## src/rtl/ga_pkg.sv

```systemverilog
// Shared GA definitions: controller state encoding, PRG constants and
// population datapath dimensions used across the GA stages.
package ga_pkg;

  typedef enum logic [2:0] {
    IDLE   = 3'd0,
    FIT    = 3'd1,
    SEL    = 3'd2,
    MUT    = 3'd3,
    COMMIT = 3'd4,
    DONE   = 3'd5,
    ERR    = 3'd6
  } ga_state_e;

  // Galois taps for x^32+x^22+x^2+x+1, shift-right form
  localparam logic [31:0] LFSR_MASK     = 32'h80200003;
  localparam logic [31:0] SEED_ZERO_SUB = 32'h00000001;

  localparam int unsigned PATH_W    = 150;
  localparam int unsigned SEL_PATHS = 10;
  localparam int unsigned POP_PATHS = 50;

endpackage

```

## src/rtl/ga_generation_controller_if.sv

```systemverilog
// Control/handshake bundle between the GA generation controller (master)
// and the stage datapath / host environment (slave).
interface ga_generation_controller_if #(
  parameter int unsigned GEN_W = 16
);
  logic             run;
  logic             abort;
  logic [31:0]      seed_in;
  logic             fit_start;
  logic             fit_done;
  logic             sel_start;
  logic             sel_done;
  logic             mut_start;
  logic             mut_done;
  logic             pop_load;
  logic [31:0]      prg_seed;
  logic [GEN_W-1:0] generation;
  logic             busy;
  logic             done;
  logic             error;

  modport master (
    input  run, abort, seed_in, fit_done, sel_done, mut_done,
    output fit_start, sel_start, mut_start, pop_load,
           prg_seed, generation, busy, done, error
  );

  modport slave (
    output run, abort, seed_in, fit_done, sel_done, mut_done,
    input  fit_start, sel_start, mut_start, pop_load,
           prg_seed, generation, busy, done, error
  );
endinterface

```

## src/rtl/ga_lfsr32.sv

```systemverilog
// Single combinational step of the shared 32-bit Galois PRG.
module ga_lfsr32
  import ga_pkg::*;
(
  input  logic [31:0] state_i,
  output logic [31:0] state_o
);

  always_comb begin
    state_o = state_i >> 1;
    if (state_i[0]) state_o = state_o ^ LFSR_MASK;
  end

endmodule

```

## src/rtl/ga_generation_controller.sv

```systemverilog
// GA run sequencer: steps fitness, selection and mutation each generation,
// commits the mutant population and advances the shared PRG seed.
module ga_generation_controller
  import ga_pkg::*;
#(
  parameter int unsigned NUM_GENERATIONS = 100,
  parameter int unsigned GEN_W           = 16,
  parameter int unsigned STAGE_TIMEOUT   = 4095,
  parameter int unsigned TO_W            = 12
) (
  input  logic                       clk,
  input  logic                       rst_n,
  ga_generation_controller_if.master bus
);

  ga_state_e        state_q, state_d;
  logic             fit_start_q, fit_start_d;
  logic             sel_start_q, sel_start_d;
  logic             mut_start_q, mut_start_d;
  logic             pop_load_q, pop_load_d;
  logic [GEN_W-1:0] gen_q, gen_d, gen_inc;
  logic [31:0]      seed_q, seed_d, seed_step;
  logic [TO_W-1:0]  to_q, to_d;
  logic             stage_first;
  logic             to_expired;
  logic             stage_d;

  ga_lfsr32 u_lfsr (
    .state_i (seed_q),
    .state_o (seed_step)
  );

  always_comb begin
    state_d     = state_q;
    gen_d       = gen_q;
    seed_d      = seed_q;
    // A start pulse is high exactly in the first cycle of its stage
    stage_first = fit_start_q | sel_start_q | mut_start_q;
    to_expired  = (to_q == TO_W'(STAGE_TIMEOUT - 1));
    gen_inc     = (gen_q == '1) ? gen_q : gen_q + GEN_W'(1);

    case (state_q)
      IDLE, DONE, ERR: begin
        if (bus.run) begin
          state_d = FIT;
          seed_d  = (bus.seed_in == '0) ? SEED_ZERO_SUB : bus.seed_in;
          gen_d   = '0;
        end
      end
      FIT: begin
        if (!stage_first && bus.fit_done) state_d = SEL;
        else if (to_expired)              state_d = ERR;
      end
      SEL: begin
        if (!stage_first && bus.sel_done) state_d = MUT;
        else if (to_expired)              state_d = ERR;
      end
      MUT: begin
        if (!stage_first && bus.mut_done) state_d = COMMIT;
        else if (to_expired)              state_d = ERR;
      end
      COMMIT: begin
        gen_d   = gen_inc;
        seed_d  = seed_step;
        state_d = (32'(gen_inc) == NUM_GENERATIONS) ? DONE : FIT;
      end
      default: state_d = IDLE;
    endcase

    // Abort overrides everything, including a same-cycle run or commit update
    if (bus.abort) begin
      state_d = IDLE;
      gen_d   = gen_q;
      seed_d  = seed_q;
    end

    stage_d     = (state_d == FIT) || (state_d == SEL) || (state_d == MUT);
    fit_start_d = (state_d == FIT) && (state_q != FIT);
    sel_start_d = (state_d == SEL) && (state_q != SEL);
    mut_start_d = (state_d == MUT) && (state_q != MUT);
    pop_load_d  = (state_d == COMMIT);

    if (!stage_d || (state_d != state_q)) to_d = '0;
    else                                  to_d = to_q + TO_W'(1);
  end

  always_ff @(posedge clk or negedge rst_n) begin
    if (!rst_n) begin
      state_q     <= IDLE;
      fit_start_q <= 1'b0;
      sel_start_q <= 1'b0;
      mut_start_q <= 1'b0;
      pop_load_q  <= 1'b0;
      gen_q       <= '0;
      seed_q      <= SEED_ZERO_SUB;
      to_q        <= '0;
    end else begin
      state_q     <= state_d;
      fit_start_q <= fit_start_d;
      sel_start_q <= sel_start_d;
      mut_start_q <= mut_start_d;
      pop_load_q  <= pop_load_d;
      gen_q       <= gen_d;
      seed_q      <= seed_d;
      to_q        <= to_d;
    end
  end

  assign bus.fit_start  = fit_start_q;
  assign bus.sel_start  = sel_start_q;
  assign bus.mut_start  = mut_start_q;
  assign bus.pop_load   = pop_load_q;
  assign bus.prg_seed   = seed_q;
  assign bus.generation = gen_q;
  assign bus.busy       = (state_q == FIT) || (state_q == SEL) ||
                          (state_q == MUT) || (state_q == COMMIT);
  assign bus.done       = (state_q == DONE);
  assign bus.error      = (state_q == ERR);

endmodule

```

## src/flat_wrapper.sv

```systemverilog
// flat-port wrapper written by rule: the top's interface ports become plain ports
module ga_generation_controller_flat import ga_pkg::*;
#(
  parameter int unsigned NUM_GENERATIONS = 100,
  parameter int unsigned GEN_W           = 16,
  parameter int unsigned STAGE_TIMEOUT   = 4095,
  parameter int unsigned TO_W            = 12
)
  (clk, rst_n, bus_run, bus_abort, bus_seed_in, bus_fit_done, bus_sel_done, bus_mut_done, bus_fit_start, bus_sel_start, bus_mut_start, bus_pop_load, bus_prg_seed, bus_generation, bus_busy, bus_done, bus_error);
  ga_generation_controller_if #(.GEN_W(GEN_W)) bus_i ();
  input  logic clk;
  input  logic rst_n;
  input wire logic [$bits(bus_i.run)-1:0] bus_run;
  input wire logic [$bits(bus_i.abort)-1:0] bus_abort;
  input wire logic [$bits(bus_i.seed_in)-1:0] bus_seed_in;
  input wire logic [$bits(bus_i.fit_done)-1:0] bus_fit_done;
  input wire logic [$bits(bus_i.sel_done)-1:0] bus_sel_done;
  input wire logic [$bits(bus_i.mut_done)-1:0] bus_mut_done;
  output wire logic [$bits(bus_i.fit_start)-1:0] bus_fit_start;
  output wire logic [$bits(bus_i.sel_start)-1:0] bus_sel_start;
  output wire logic [$bits(bus_i.mut_start)-1:0] bus_mut_start;
  output wire logic [$bits(bus_i.pop_load)-1:0] bus_pop_load;
  output wire logic [$bits(bus_i.prg_seed)-1:0] bus_prg_seed;
  output wire logic [$bits(bus_i.generation)-1:0] bus_generation;
  output wire logic [$bits(bus_i.busy)-1:0] bus_busy;
  output wire logic [$bits(bus_i.done)-1:0] bus_done;
  output wire logic [$bits(bus_i.error)-1:0] bus_error;
  assign bus_i.run = bus_run;
  assign bus_i.abort = bus_abort;
  assign bus_i.seed_in = bus_seed_in;
  assign bus_i.fit_done = bus_fit_done;
  assign bus_i.sel_done = bus_sel_done;
  assign bus_i.mut_done = bus_mut_done;
  assign bus_fit_start = bus_i.fit_start;
  assign bus_sel_start = bus_i.sel_start;
  assign bus_mut_start = bus_i.mut_start;
  assign bus_pop_load = bus_i.pop_load;
  assign bus_prg_seed = bus_i.prg_seed;
  assign bus_generation = bus_i.generation;
  assign bus_busy = bus_i.busy;
  assign bus_done = bus_i.done;
  assign bus_error = bus_i.error;
  ga_generation_controller #(.NUM_GENERATIONS(NUM_GENERATIONS), .GEN_W(GEN_W), .STAGE_TIMEOUT(STAGE_TIMEOUT), .TO_W(TO_W)) u_core (.clk(clk), .rst_n(rst_n), .bus(bus_i));
endmodule
```

## config.mk

```make
export PLATFORM = sky130hd
export DESIGN_NAME = ga_generation_controller_flat
export DESIGN_NICKNAME = d
export VERILOG_FILES = /design/src/rtl/ga_pkg.sv /design/src/rtl/ga_generation_controller_if.sv /design/src/rtl/ga_lfsr32.sv /design/src/rtl/ga_generation_controller.sv /design/src/flat_wrapper.sv
export SDC_FILE = /design/constraint.sdc
export NUM_CORES = 1
export LEC_CHECK = 0
export ABC_AREA = 1
export CAP_MARGIN = 10
export CORE_UTILIZATION = 54
export DETAILED_ROUTE_END_ITERATION = 10
export PLACE_DENSITY = 0.89
export SYNTH_ARGS = -nofsm -noshare
export SYNTH_HDL_FRONTEND = slang
export SYNTH_SLANG_ARGS = --single-unit
```

## constraint.sdc

```tcl
create_clock -name clk -period 4.7 [get_ports clk]
set_input_delay 0.94 -clock clk [delete_from_list [all_inputs] [get_ports clk]]
set_output_delay 0.94 -clock clk [all_outputs]
set_load 0.005 [all_outputs]
```

### Yosys cells after proc, flatten, opt, wreduce, memory -nomap -nowiden

Index checks and enable logic that the tools add are counted.

* add/sub/neg operators: 2
* equal/unequal tests: 18
* mux-type cells: 16
* bitwise logic cells: 4
* reductions and logical operators: 19

Operators with widths (number)
* 32-bit 2-to-1 mux: 3
* 32-bit case mux with 2 select lines: 1
* 32-bit zero test: 1
* 16-bit 2-to-1 mux: 2
* 16-bit case mux with 2 select lines: 1
* 3-bit 2-to-1 mux: 7
* 16-bit by 1-bit adder with 16-bit output (second input constant): 1
* 16-bit == test (second input constant): 1
* 16-bit by 7-bit == test with 1-bit output (second input constant): 1
* 3-bit case mux with 5 select lines: 1
* 12-bit by 1-bit adder with 12-bit output (second input constant): 1
* 12-bit == test (second input constant): 1
* 3-bit by 2-bit == test with 1-bit output (second input constant): 4
* 3-bit == test (second input constant): 4
* 12-bit 2-to-1 mux: 1
* 3-bit by 1-bit == test with 1-bit output (second input constant): 2
* 1-bit logical AND: 6
* 1-bit logical OR: 6
* 3-bit by 2-bit != test with 1-bit output (second input constant): 2
* 3-bit NOT with 4-bit output: 1
* 3-bit zero test: 1
* 3-bit by 1-bit != test with 1-bit output (second input constant): 1
* 3-bit != test: 1
* 3-bit AND reduction: 1
* 6 further kinds: 8

* register bits: 67
* bits of input ports: 39
* output and inout port bits: 55

### Longest topological paths before layout

Gate-level depths: netlist (run 1).

* depth in word-level cells: 13
* gate-level depth with buffers: 17
* gate-level depth less buffers: 16

### Cells and area by module

Synthesis (run 1) repeated with hierarchy kept, for this count alone.

* cell total of the unflattened synthesis: 563
* area total of the unflattened synthesis: 4199.0 um2

Modules (own cells, without submodules)
* ga_generation_controller: times used 1, cells each 521, area each 3932.5 um2, sequential area each 1677.9 um2
* ga_lfsr32: times used 1, cells each 42, area each 266.5 um2, sequential area each 0.0 um2

### Worst setup path before layout (run 1)

Ideal clock, no wire load.

* kind: reg2out
* from: reg u_core.state_q[1]
* to: out bus_busy
* arrival: 1.229 ns
* setup slack: 2.531 ns
* cell stages (with the launch flop): 6
* path buffers: 2
* cells stage by stage: dfrtp_1 > buf_4 > nor3_4 > inv_1 > clkbuf_1 > nand2_1

* word-level cells in the longest chain between the ends: 4
* elaborated cells on any way between the ends: 7
* those cells by class: 4 x eq/ne; 3 x reduce/logical

Ends and longest elaborated chain
* from (decl): RTL line ga_generation_controller.sv:16 `ga_state_e state_q, state_d;`
* from (signal assigned): RTL line ga_generation_controller.sv:98 `state_q <= state_d;`
* 3-bit by 1-bit == test with 1-bit output or 3-bit by 2-bit == test with 1-bit output (tied branches): RTL line ga_generation_controller.sv:115 `assign bus.busy = (state_q == FIT) || (state_q == SEL) ||`
* 1-bit logical OR (2 in series): RTL line ga_generation_controller.sv:115
* 1-bit logical OR (*): RTL line ga_generation_controller.sv:116 `(state_q == MUT) || (state_q == COMMIT);`
* to (decl): RTL line flat_wrapper.sv:25 `output wire logic [$bits(bus_i.busy)-1:0] bus_busy;`

Mark *: on every way between the ends. The rest lies on a longest branch, timed or not.

### Worst setup path in the final report (run 1)

* from: reg u_core.state_q[2]
* to: out bus_busy

Same word-level chain as after synthesis.

==> results of run 1 <==
[layout make-up]
| class | instances | area share |
|---|---|---|
| Clock inverter | 6 | 0.0180 |
| Multi-Input combinational cell | 328 | 0.356 |
| Inverter | 66 | 0.0495 |
| Clock buffer | 10 | 0.0255 |
| Sequential cell | 67 | 0.336 |
| Tap cell | 96 | 0.0240 |
| Timing Repair Buffer | 97 | 0.191 |
[metal layers]
metal	GRT usage	up-vias	wire, microns	part of all wire
met3	0.0924	25	740	0.074
met1	0.358	1696	4230	0.43
li1	-	1782	-	-
met4	0.123	0	247	0.025
met2	0.476	129	4730	0.48
met5	0	-	0	0
[stage by stage]
stage	cells	total power (W)	setup WS, ns	cell area (sq um)
after detailed placement	654	0.00132	1.60	4780
final	670	0.00186	1.43	5000
after global routing	670	0.00196	1.28	5000
after CTS	670	0.00186	1.43	5000
after global placement	654	0.00130	1.66	4780
after floorplan	478	0.00101	2.53	3790
[registers in the layout, indices dropped and copies added, names as in the netlist]
name                   cells
u_core.bus.prg_seed       32
u_core.bus.generation     16
u_core.to_q               12
u_core.state_q             3
u_core.bus.fit_start       1
u_core.bus.mut_start       1
u_core.bus.pop_load        1
u_core.bus.sel_start       1
[power groups by stage]
stage	registers, W	logic [W]	clock network [W]
after floorplan	0.000759	0.000253	0
after global placement	0.000772	0.000531	0
after detailed placement	0.000774	0.000546	0
after CTS	0.000766	0.000552	0.000539
after global routing	0.000779	0.000608	0.000570
final	0.000768	0.000550	0.000540
[placed cells by master (no fill, tap or decap), types with 5 or more instances in the layout]
| cell type | Yosys | routed |
|---|---|---|
| o221ai_1 | 22 | 22 |
| clkdlybuf4s50_1 | 0 | 92 |
| nand2_2 | 5 | 5 |
| inv_1 | 61 | 61 |
| o21ai_0 | 15 | 15 |
| inv_2 | 5 | 5 |
| o211ai_1 | 7 | 7 |
| nand4_1 | 9 | 9 |
| nor2_2 | 12 | 12 |
| nand3_1 | 52 | 52 |
| nand2_1 | 89 | 89 |
| a21oi_1 | 8 | 8 |
| o22ai_1 | 8 | 8 |
| xor2_1 | 16 | 16 |
| clkbuf_8 | 0 | 9 |
| dfrtp_1 | 66 | 66 |
| nor2_1 | 54 | 54 |
[kinds of logic after synthesis]
kind of cell / Yosys count
and+or+nand+nor: 238
buffers and inverters: 83
AOI/OAI and AO/OA: 68
DFF: 67
xor gates and xnor gates: 19
adders and majority gates: 3
[how the worst max path moves through the flow]
stage | startpoint | endpoint | slack (ns)
floorplan | u_core.state_q[1] | bus_busy | 2.53
global placement | bus_run | u_core.bus.generation[10] | 1.66
detailed placement | bus_run | u_core.bus.generation[10] | 1.60
CTS | u_core.state_q[2] | bus_busy | 1.43
global route | u_core.state_q[2] | bus_busy | 1.28
finish | u_core.state_q[2] | bus_busy | 1.43
[worst reg2reg max path: stages, from the launching register on]
cell and delay, ns:
dfrtp_1 0.53, ha_1 0.31, inv_1 0.11, nor2_4 0.17, nand2_4 0.10, o21ai_0 0.24
nand2_1 0.12, nor2_1 0.13, nand2_1 0.06, nor2_1 0.12, nand3_1 0.14, nand2_2 0.11
nand2_2 0.09, nand2_2 0.29, nor2_1 0.09
==> results.yml, run 1 <==
outcome:
  outcome: "complete, no violations"
logic_synthesis:
  synthAdderAreaFrac: 0.00989
  ys_warn_count: 0
  yosysTopAreaCellShare: 0.435
  muxShareOfSynthArea: 0
  syn_area_per_cell_sq_um: 7.94
  synth_most_common_cell: "nand2_1"
  synth_top_family_by_area: "simple AND/OR/NAND/NOR gates"
  synthXorXnorAreaFrac: 0.0458
  ys_seq_area_frac: 0.442
  ys_top_cells_by_area: "dfrtp_1, nand2_1, nand3_1"
  async_flop_share: 1.00
  synthSimpleGateAreaFrac: 0.291
  synthTopCellsByCount: "nand2_1, dfrtp_1, inv_1, nor2_1, nand3_1"
  synth_area_sq_um: 3790
  synth.distinct_cells: 40
  synth-compound-area-share: 0.123
  syn-num-nets: 520
  synth.largest_area_cell: "dfrtp_1"
  syn_inst: 478
  synthFlopType: "dfrtp_1"
  synth_edf_count: 0
  ys_ff_latch: 67
die:
  ios: 94
  die_w_microns: 85.8
  num_rows: 30
  start_util: 0.558
  core_area_sq_um: 6790
  die_y_microns: 85.8
  dieArea_sq_um: 7360
critical_path:
  start_kind: "register"
  endpoint_kind: "output pin"
  critPathTopFamily: "buffers and inverters"
  required_ns: 3.76
  arrival_ns: 2.33
  critPathMaxStageDelay_ns: 0.50
  worstPathMaxFanout: 32
  critPathSlowestCell: "clkdlybuf4s50_1"
  regToRegSetupSlack_ns: 1.96
  critPathKind: "reg -> out"
  reg2reg_from: "u_core.bus.generation[0]"
  rr_worst_depth: 14
  crit_buf_inv: 4
  path_depth: 6
  worst_r2r_endpoint: "u_core.to_q[0]"
  crit_chain: "inv_2, nor3_4, inv_1, buf_4, nand2_1, clkdlybuf4s50_1"
grt:
  antenna_found_initial: 0
  grt_overflow_total: 0
  grt_pass1_wl_mm: 16.6
  grt_max_degree: 72
  gr-usage-all-layers: 0.292
  grt_pass1_vias: 3578
pwr:
  peakVddDrop_uv: 227
  intPower_w: 0.00128
  seqPwrFrac: 0.413
  p_comb_frac: 0.296
  power_density_nw_per_um2: 372
  p_clk_frac: 0.291
  power.switching_w: 0.000580
  switching_share: 0.312
  leakagePower_nw: 2.19
sta:
  max_clock_freq_mhz: 306
  tightest_slew_ns: 0.656
  setup_viol: 0
  period_needed_ns: 3.27
  hold_viol_final: 0
  relSlewSlack: 0.562
  fin_skew_ns: 0.00937
  rsz0062_at_grt: "false"
  maxSlewViolCount: 0
  finalSetupTns_ns: 0
  hold_ws_ns: 0.536
  fin_crit_sh: 0.696
route:
  antenna_left: 0
  totalWireLength_mm: 9.96
  drc: 0
  wl_per_cell_microns: 14.9
  drtIter0Drc: 229
  vias: 3632
  drtPass1Iterations: 4
  viasPerCell: 5.42
layout:
  multi_input_area_sq_um: 1780
  area_growth_pct: 31.8
  drive_gt1_frac: 0.0854
  seq_area_sq_um: 1680
  layout.nets: 611
  fin_util: 0.736
  fillers: 523
  diodes: 0
clock_network:
  tritoncts: "done"
  hold_buffers: 0
  cts-resized-gates: 0
  clk-insertion-delay-late_ns: 0.36
  clock-root-buffer: "clkbuf_8"
  cts_made_buffers: 9
  h-tree-depth: 3
  clk_path_buf_depth: 2
  post-cts-setup-buffers: 0
  cts_sinks: 67
  clk_pin_slew_ns: 0.07
job:
  maxCapViolCount: 0
placed_design:
  dpl.hpwl_mm: 7.10
  io_buffers: 93
  place_congestion: 0.902
min_path:
  hold_end: "u_core.to_q[0]"
  hp-start: "u_core.to_q[0]"
  hold_path.class: "reg -> reg"
  hold-path-cell-count: 1
No activity file was read; power rests on OpenSTA's default activity.
==> run 2: changes to the inputs <==
--- a/config.mk
+++ b/config.mk
@@ -7,9 +7,9 @@
 export LEC_CHECK = 0
 export ABC_AREA = 1
 export CAP_MARGIN = 10
-export CORE_UTILIZATION = 54
+export CORE_UTILIZATION = 45
 export DETAILED_ROUTE_END_ITERATION = 10
-export PLACE_DENSITY = 0.89
+export PLACE_DENSITY = 0.8
 export SYNTH_ARGS = -nofsm -noshare
 export SYNTH_HDL_FRONTEND = slang
 export SYNTH_SLANG_ARGS = --single-unit
==> constraint.sdc (replaced) <==
create_clock -name clk -period 2.68 [get_ports clk]
set_input_delay 0.536 -clock clk [delete_from_list [all_inputs] [get_ports clk]]
set_output_delay 0.536 -clock clk [all_outputs]
set_load 0.005 [all_outputs]
==> run 2 against run 1 <==
- sequential cell count did not move
- non-clock buffer count rose by 3
- register-to-register slack got worse by 1.7 ns
- power rose by 67%
- highest routed layer unchanged
==> results.yml, run 2 (synthesis results as in run 1) <==
placed_design:
  post_dp_cell_area_sq_um: 4840
  place_congestion: 0.910
  io_buffers: 93
  dpl.hpwl_mm: 7.12
die:
  dieArea_sq_um: 8800
  ios: 94
  start_util: 0.464
  die_w_microns: 93.8
  num_rows: 33
  die_y_microns: 93.8
  core_area_sq_um: 8180
sta:
  setup_viol: 0
  period_needed_ns: 2.39
  fin_skew_ns: 0.0119
  hold_viol_final: 0
  relSlewSlack: 0.550
  rsz0062_at_grt: "false"
  tightest_slew_ns: 0.675
  fin_crit_sh: 0.891
  hold_ws_ns: 0.222
  maxSlewViolCount: 0
  max_clock_freq_mhz: 419
  finalSetupTns_ns: 0
clock_network:
  clk_pin_slew_ns: 0.08
  h-tree-depth: 3
  clk-insertion-delay-late_ns: 0.34
  cts_made_buffers: 9
  cts-resized-gates: 0
  cts_sinks: 67
  tritoncts: "done"
  clock-root-buffer: "clkbuf_8"
  clk_path_buf_depth: 2
  hold_buffers: 0
  post-cts-setup-buffers: 0
grt:
  grt_pass1_wl_mm: 16.4
  grt_max_degree: 58
  gr-usage-all-layers: 0.239
  grt_pass1_vias: 3618
  grt_overflow_total: 0
  antenna_found_initial: 0
pwr:
  peakVddDrop_uv: 291
  leakagePower_nw: 2.20
  power_density_nw_per_um2: 619
route:
  drtIter0Drc: 247
  drtPass1Iterations: 5
  totalWireLength_mm: 9.65
  antenna_left: 0
  wl_per_cell_microns: 14.2
  drc: 0
  viasPerCell: 5.37
  vias: 3651
critical_path:
  reg2reg_from: "u_core.bus.generation[0]"
  start_kind: "register"
  critPathKind: "reg -> reg"
  worstPathMaxFanout: 12
  endpoint_kind: "register"
  worstSetupStartpoint: "u_core.bus.generation[0]"
  required_ns: 2.90
  arrival_ns: 2.60
layout:
  final_common_cell: "clkdlybuf4s50_1"
  area_growth_pct: 32.5
  largest_reg_flops: 32
  drive_gt1_frac: 0.0870
  layout.nets: 614
  diodes: 0
  layout_common_cells: "clkdlybuf4s50_1, nand2_1, dfrtp_1, inv_1, nor2_1"
  design_area_sq_um: 5030
outcome:
  outcome: "complete, no violations"
min_path:
  hold_path.class: "in -> async"
job:
  maxCapViolCount: 0
[run 2: cell types whose count changed in the layout (fill, tap and decap cells not counted), sizes merged]
| cell | delta |
|---|---|
| clkbuf | +1 |
| clkinvlp | -1 |
| bufinv | -1 |
| buf | +3 |
| clkinv | -1 |
[run 2: metal layers]
metal / track usage / share of wire / up-vias
met3: 0.0607 / 0.079 / 11
met1: 0.308 / 0.43 / 1715
met5: 0 / 0 / -
li1: - / - / 1783
met2: 0.386 / 0.47 / 142
met4: 0.0885 / 0.012 / 0
[run 2: critical path, stage by stage, from the launching register on]
cell     delay (ns)
dfrtp_1        0.52
ha_1           0.30
inv_1          0.11
nor2_4         0.16
nand2_4        0.10
nor2_1         0.15
nand3_1        0.09
nand2_1        0.09
nand3_1        0.11
nor2_1         0.14
nand3_1        0.10
nand2_2        0.08
nand2_2        0.08
nand2_4        0.19
nor2_1         0.06
[run 2: area by class of cell]
type                       count  area [sq um]
fill                         752          3150
inverter                      66           248
tap                          105           131
clock inverter                 3          40.0
sequential                    67          1680
timing repair buffer         100          1000
multi-input combinational    328          1790
clock buffer                  11           141
[run 2: final timing paths]
path,end,slack [ns],cells past startpoint
setup / recovery,u_core.to_q[11],0.29,14
hold / removal,u_core.bus.generation[9],0.22,1
setup reg to reg,u_core.to_q[11],0.29,14
hold reg to reg,u_core.to_q[0],0.52,1
max in group asynchronous,u_core.bus.prg_seed[0],1.75,2
min in group clk,u_core.to_q[0],0.52,1
[run 2: metrics by stage]
| stage | worst slack (ns) | total power, W | util | cells |
|---|---|---|---|---|
| finish | 0.293 | 0.00311 | 0.615 | 680 |
| global route | 0.0531 | 0.00331 | 0.615 | 680 |
| CTS | 0.175 | 0.00313 | 0.614 | 680 |
| floorplan | 0.562 | 0.00178 | - | 478 |
| global placement | 0.310 | 0.00229 | 0.592 | 666 |
| detailed placement | 0.210 | 0.00231 | 0.592 | 666 |
[run 2: where the power goes]
group | internal, W | total, W | leakage, nW | switching [W]
Combinational | 0.000529 | 0.000956 | 1.23 | 0.000427
Clock | 0.000442 | 0.000812 | 0.0950 | 0.000370
Sequential | 0.00120 | 0.00134 | 0.876 | 0.000145
Total | 0.00217 | 0.00311 | 2.20 | 0.000942
==> run 3: changes to the inputs <==
--- a/config.mk
+++ b/config.mk
@@ -10,6 +10,7 @@
 export CORE_UTILIZATION = 45
 export DETAILED_ROUTE_END_ITERATION = 10
 export PLACE_DENSITY = 0.8
+export SKIP_LAST_GASP = 1
 export SYNTH_ARGS = -nofsm -noshare
 export SYNTH_HDL_FRONTEND = slang
 export SYNTH_SLANG_ARGS = --single-unit
==> results of run 3 <==
Final layout, timing and power as in run 2 (identical DEF).
